--- src/rtl/tlc_pkg.sv ---
// rtl/tlc_pkg.sv - shared TLC widths, default phase durations and timer state encoding
package tlc_pkg;

    localparam int TLC_CNT_W = 5;

    // Default phase durations in count ticks
    localparam int RED_T = 28;
    localparam int YEL_T = 3;
    localparam int GRN_T = 28;

    // Timer state encoding, also decoded by the controller
    typedef enum logic [1:0] {
        IDLE  = 2'd0,
        COUNT = 2'd1,
        DONE  = 2'd2
    } tmr_state_e;

endpackage

--- src/rtl/tlc_prescaler.sv ---
// rtl/tlc_prescaler.sv - clk-cycle prescaler producing one-cycle count ticks
module tlc_prescaler #(
    parameter int PRESCALE = 1,
    parameter int PRE_W    = $clog2(PRESCALE + 1)
) (
    input  logic clk,
    input  logic rst_n,
    input  logic clr_i,
    input  logic en_i,
    output logic tick_o
);

    logic [PRE_W-1:0] pre_q;

    // A tick fires on the last cycle of each prescale window while enabled
    assign tick_o = en_i && (pre_q == PRE_W'(PRESCALE - 1));

    // Prescale counter: clear wins over enable, wraps to zero on a tick, frozen otherwise
    always_ff @(posedge clk or negedge rst_n) begin
        if (!rst_n) begin
            pre_q <= '0;
        end else if (clr_i) begin
            pre_q <= '0;
        end else if (en_i) begin
            if (tick_o) begin
                pre_q <= '0;
            end else begin
                pre_q <= pre_q + PRE_W'(1);
            end
        end
    end

endmodule

--- src/rtl/tlc_timer.sv ---
// rtl/tlc_timer.sv - TLC phase timer; TLC_TIMER_PAUSE_EN adds the hold input
module tlc_timer
    import tlc_pkg::*;
#(
    parameter int CNT_W    = TLC_CNT_W,
    parameter int PRESCALE = 1
) (
    input  logic             clk,
    input  logic             rst_n,
    input  logic             cnt_rst,
    input  logic [CNT_W-1:0] wait_cnt,
`ifdef TLC_TIMER_PAUSE_EN
    input  logic             hold,
`endif
    output logic             cntr_done,
    output logic [CNT_W-1:0] cnt_val
);

    localparam int PRE_W = $clog2(PRESCALE + 1);

    tmr_state_e       state_q;
    logic [CNT_W-1:0] rem_q;
    logic             done_q;
    logic             hold_act;
    logic             cnt_en;
    logic             tick;

`ifdef TLC_TIMER_PAUSE_EN
    assign hold_act = hold;
`else
    assign hold_act = 1'b0;
`endif

    // Only a running, unfrozen countdown advances the prescaler
    assign cnt_en = (state_q == COUNT) && !hold_act;

    tlc_prescaler #(
        .PRESCALE (PRESCALE),
        .PRE_W    (PRE_W)
    ) u_pre (
        .clk    (clk),
        .rst_n  (rst_n),
        .clr_i  (cnt_rst),
        .en_i   (cnt_en),
        .tick_o (tick)
    );

    // Timer FSM: load beats tick; remaining saturates at zero and done is held until reload
    always_ff @(posedge clk or negedge rst_n) begin
        if (!rst_n) begin
            state_q <= IDLE;
            rem_q   <= '0;
            done_q  <= 1'b0;
        end else if (cnt_rst) begin
            rem_q   <= wait_cnt;
            state_q <= (wait_cnt == '0) ? DONE : COUNT;
            done_q  <= (wait_cnt == '0);
        end else if (tick) begin
            rem_q <= rem_q - CNT_W'(1);
            if (rem_q == CNT_W'(1)) begin
                state_q <= DONE;
                done_q  <= 1'b1;
            end
        end
    end

    assign cntr_done = done_q;
    assign cnt_val   = rem_q;

endmodule
--- config.mk ---
export PLATFORM = sky130hd
export DESIGN_NAME = tlc_timer
export DESIGN_NICKNAME = d
export VERILOG_FILES = /design/src/rtl/tlc_pkg.sv /design/src/rtl/tlc_prescaler.sv /design/src/rtl/tlc_timer.sv
export SDC_FILE = /design/constraint.sdc
export NUM_CORES = 1
export LEC_CHECK = 0
export CELL_PAD_IN_SITES_DETAIL_PLACEMENT = 1
export CELL_PAD_IN_SITES_GLOBAL_PLACEMENT = 1
export CORE_UTILIZATION = 33
export CTS_CLUSTER_SIZE = 16
export DETAILED_ROUTE_END_ITERATION = 8
export PLACE_DENSITY_LB_ADDON = 0.1
export SETUP_SLACK_MARGIN = 0.2
export SKIP_LAST_GASP = 1
export SYNTH_ARGS = -nofsm -noshare
export SYNTH_HDL_FRONTEND = slang
export SYNTH_SLANG_ARGS = --single-unit
--- constraint.sdc ---
create_clock -name clk -period 1.6 [get_ports clk]
set_input_delay 0.4 -clock clk [delete_from_list [all_inputs] [get_ports clk]]
set_output_delay 0.4 -clock clk [all_outputs]
set_load 0.01 [all_outputs]
* Word-level counts from Yosys, hierarchy flattened
Index checks and enable logic that the tools add are counted. W data, S select, Z words.
Storage, ports and cells: flip-flop bits (word level) 9, latch bits 0, RAM bits 0, memory bits (read-only) 0, input bits 8, output and inout bits 6, logic and storage cells 27, memories 0
Operators by class: add/subtract/negate cells 2, $mul 0, div/mod/pow operators 0, order comparisons 0, eq/ne operators 2, shift operators 0, muxes and demuxes 12, bitwise logic cells 1, reductions and logical operators 6
Operator list (count):
- $mux W5 | 2
- $mux W2 | 4
- $mux W1 | 6
- $reduce_bool A2 Y1 | 3
- $eq A5 B1 Y1 const B | 1
- $logic_not A5 Y1 | 1
- $sub A5 B1 Y5 const B | 1
- $eq A2 B1 Y1 const B | 1
- $reduce_and A2 Y1 | 1
- $add A1 B1 Y1 const B | 1
- $logic_and A1 B1 Y1 | 1
- $not A1 Y1 | 1

* Logic depth before layout (Yosys ltp)
depth after elaboration 5, mapped depth 5

* Modules after synthesis
Synthesis repeated with hierarchy kept, for this count alone.
Unflattened totals: cells, all modules 42, area, all modules 437.9 µm²
Modules (own cells, without submodules):
- tlc_timer | times used 1, cells an instance 39, area an instance 391.6 µm²
- tlc_prescaler | times used 1, cells an instance 3, area an instance 46.3 µm²

* Worst setup path before layout
OpenSTA, ideal clock, no wires.
kind register -> register, start register rem_q[2] (netlist: cnt_val[2]), end register rem_q[4] (netlist: cnt_val[4]), library setup time 124 ps, arrival 1207 ps, setup slack 269 ps, cell stages (with the launch flop) 4, path buffers 0, period minus slack after synthesis 1331 ps, cell sequence dfrtp_1 nor4b_2 a31oi_1 o31a_1
Between the ends: word-level cells in the longest chain between the ends 3
RTL lines:
- start: declaration | RTL line tlc_timer.sv:22 | logic [CNT_W-1:0] rem_q;
- start signal: assignment | RTL line tlc_timer.sv:55 | rem_q <= wait_cnt;
- start signal: assignment | RTL line tlc_timer.sv:59 | rem_q <= rem_q - CNT_W'(1);
- $sub A5 B1 Y5 | RTL line tlc_timer.sv:59
- $mux W5 | RTL line tlc_timer.sv:58 | end else if (tick) begin
- $mux W5 | RTL line tlc_timer.sv:54 | end else if (cnt_rst) begin
Every way passes these cells. The select of a mux whose other input is x is not followed. A chain may end at the register's enable or synchronous reset.

* Final worst setup path
start register rem_q[2] (netlist: cnt_val[2]), end output port cnt_val[2]
RTL lines:
- end: declaration | RTL line tlc_timer.sv:16 | output logic [CNT_W-1:0] cnt_val
No word-level cell between the ends.

==> summary.txt <==
Timing
  • Worst Max-Slew Pin Slew: 0.380 ns
  • Setup repair after global routing missed its margin: false
  • Final period utilization: 0.859
  • Max Slew Vio Count: 0
  • Max Fclk: 0.728 GHz
  • Rel. slew slack: 0.746
  • Clock Skew: 0.00533 ns
  • Setup violations, final: 0
  • Fin crit period: 1.37 ns
  • Final Hold Fails: 0

GRT
  • Initial antenna violation count: 0
  • Largest net degree at the start of global routing: 9
  • First-pass GRT wire length: 1.99 mm
  • Number of global-route vias before repair: 426
  • Global-route usage over all layers: 0.200
  • GRT overflow: 0

CTS
  • CTS tree: yes
  • CTS Hold Bufs: 0
  • Insertion delay to the later sink of the worst-skew pair: 0.26 ns
  • Clock slew at reported path FFs: 0.06 ns
  • Num Clock Sinks: 8
  • CTS max path bufs: 2
  • H-Tree Depth: 1
  • Total CTS buffers: 3
  • CTS root buf: clkbuf_4

Placement
  • Placer Congestion: 0.709
  • Buffers on Ports: 13
  • DP Wirelength: 884 µm
  • Placed Instances: 74
  • Post-DP Area: 631 µm²

Detailed routing
  • Drt via density: 5.22
  • Vias: 412
  • Drc violations: 0
  • Post-route antenna net violation count: 0
  • DR iter-0 viols: 3
  • Routed WL per cell: 15.1 µm
  • Final wirelength: 1.19 mm
  • DRT Pass-1 Iters: 2

Power
  • Tot Pwr: 0.000615 W
  • P per Cell Area: 894 nW/µm²
  • Worst vdd ir: 0.365 mV
  • Leakage: 0.312 nW

Logic synthesis
  • Yosys top cell area share: 0.426
  • Syn Area/Cell: 10.5 µm²
  • Synth warnings: 0
  • Mapped cell area: 470 µm²
  • Post-Synthesis Cells: 45
  • Sequential fraction of the synthesis area: 0.426
  • Synth unique cells: 25
  • Area contributors post-synth: dfrtp_1, ha_1, and4_1
  • Flops & latches, synth: 8
  • Yosys top cell by area: dfrtp_1
  • Synthesized Nets: 55

Finish
  • Commonest non-fill, non-tap cells in the layout: dlygate4sd2_1, dfrtp_1, nand2_1, clkdlybuf4s50_1, buf_4
  • Final Non-Filler Cells: 79
  • Most common cell after layout, fill and taps aside: dlygate4sd2_1
  • Nets: 76
  • Area Overhead vs Synth: 46.3%
  • Non-Filler Cell Area, Final: 688 µm²
  • Layout cell share with drive strength beyond 1: 0.281
  • Antenna fix cells: 0

Floorplanning
  • Site row count: 13
  • Core Area: 1320 µm²
  • Initial Util: 0.357
  • Die span in x: 39.8 µm
  • Num ports: 14
  • Die height: 39.8 µm
  • DIE AREA: 1580 µm²

Critical path
  • Critical path type: reg2out
  • CP Data Arrival Time: 0.97 ns
  • Crit path cell chain: dlygate4sd2_1
  • Max FO, Critical Path: 3
  • CP startpoint: cnt_val[2]$_DFFE_PN0P_
  • Slowest-stage cell, CP: dfrtp_1
  • Critical path's largest stage delay: 0.42 ns
  • Buf/Inv on CP: 1
  • Worst path required time: 1.20 ns
  • Crit. End Element: output port
  • Reg-to-Reg Start: state_q[1]$_DFFE_PN0P_
  • Startpoint type of the worst setup path: flip-flop
  • Delay-heaviest family, CP: flip-flops

Outcome
  • Status: complete, no violations

Hold path
  • HP Class: in2async

Run
  • Total of max-cap violations: 0
[Yosys cell counts, drive strengths merged]
cell type / number
and4: 2
or2b: 1
xnor2: 2
a31oi: 1
nor2b: 1
dfrtp: 8
and2b: 1
nand2b: 1
mux2i: 1
and4bb: 1
inv: 4
o31a: 2
or4: 1
ha: 2
nor3b: 1
nand3: 1
o21ai: 6
nand2: 4
clkbuf: 1
mux2: 1
or3b: 1
nor4b: 1
nor4: 1
[cell families (layout without fill, tap and decap cells)]
family          count (synthesis)  in the layout  share of synthesized area
mux                             2              2                     0.0532
xor+xnor                        2              2                     0.0372
flops                           8              8                      0.426
simple gates                   17             17                      0.269
buf+inv                         5             24                     0.0399
fa+ha+maj                       2              2                     0.0532
compound gates                  9              9                      0.122
[stage by stage]
stage                util  worst slack (ns)  setup TNS, ns  hold slack [ns]
global placement    0.479            -0.102         -0.201            0.549
floorplan               -             0.269              0            0.104
global route        0.522             0.200              0            0.453
detailed placement  0.479            -0.133         -0.259            0.575
CTS                 0.506             0.181              0            0.440
finish              0.522             0.226              0            0.425
[flip-flops by register name, summed over array words and instances, names as in the netlist]
signal,flops
cnt_val,5
state_q,2
u_pre.pre_q,1
[report_power, final]
part | switching, W | total [W] | internal [W]
combinational | 0.0000941 | 0.000206 | 0.000112
sequential | 0.0000247 | 0.000251 | 0.000227
clock | 0.0000711 | 0.000157 | 0.0000860
total | 0.000190 | 0.000615 | 0.000425
[layer usage]
metal / share of wire / global-route usage / up-vias
li1: - / - / 201
met1: 0.48 / 0.257 / 193
met2: 0.44 / 0.291 / 14
met3: 0.059 / 0.0511 / 4
met4: 0.019 / 0.129 / 0
met5: 0 / 0 / -
[final timing paths]
kind,endpoint,slack (ns),cells past startpoint
setup / recovery,cnt_val[2],0.23,1
hold / removal,cnt_val[3]$_DFFE_PN0P_,0.43,1
setup reg to reg,cnt_val[1]$_DFFE_PN0P_,0.25,3
hold reg to reg,cnt_val[3]$_DFFE_PN0P_,0.57,2
max in group asynchronous,state_q[1]$_DFFE_PN0P_,0.87,1
min in group clk,cnt_val[1]$_DFFE_PN0P_,0.52,3
[what timing repair did]
action	4_1_cts	5_1_grt
resized for setup	13	5
setup buffers	1	1
pin swaps	2	4
setup endpoints to repair	9	6
[final cells by class]
class,count,area [µm²]
fillers,142,629
repair buffers,17,150
flip-flops and latches,8,201
multi-input cells,32,280
inverters,4,15.0
clock buffers,3,22.5
well taps,15,18.8
Power figures use the tool's default switching activity.
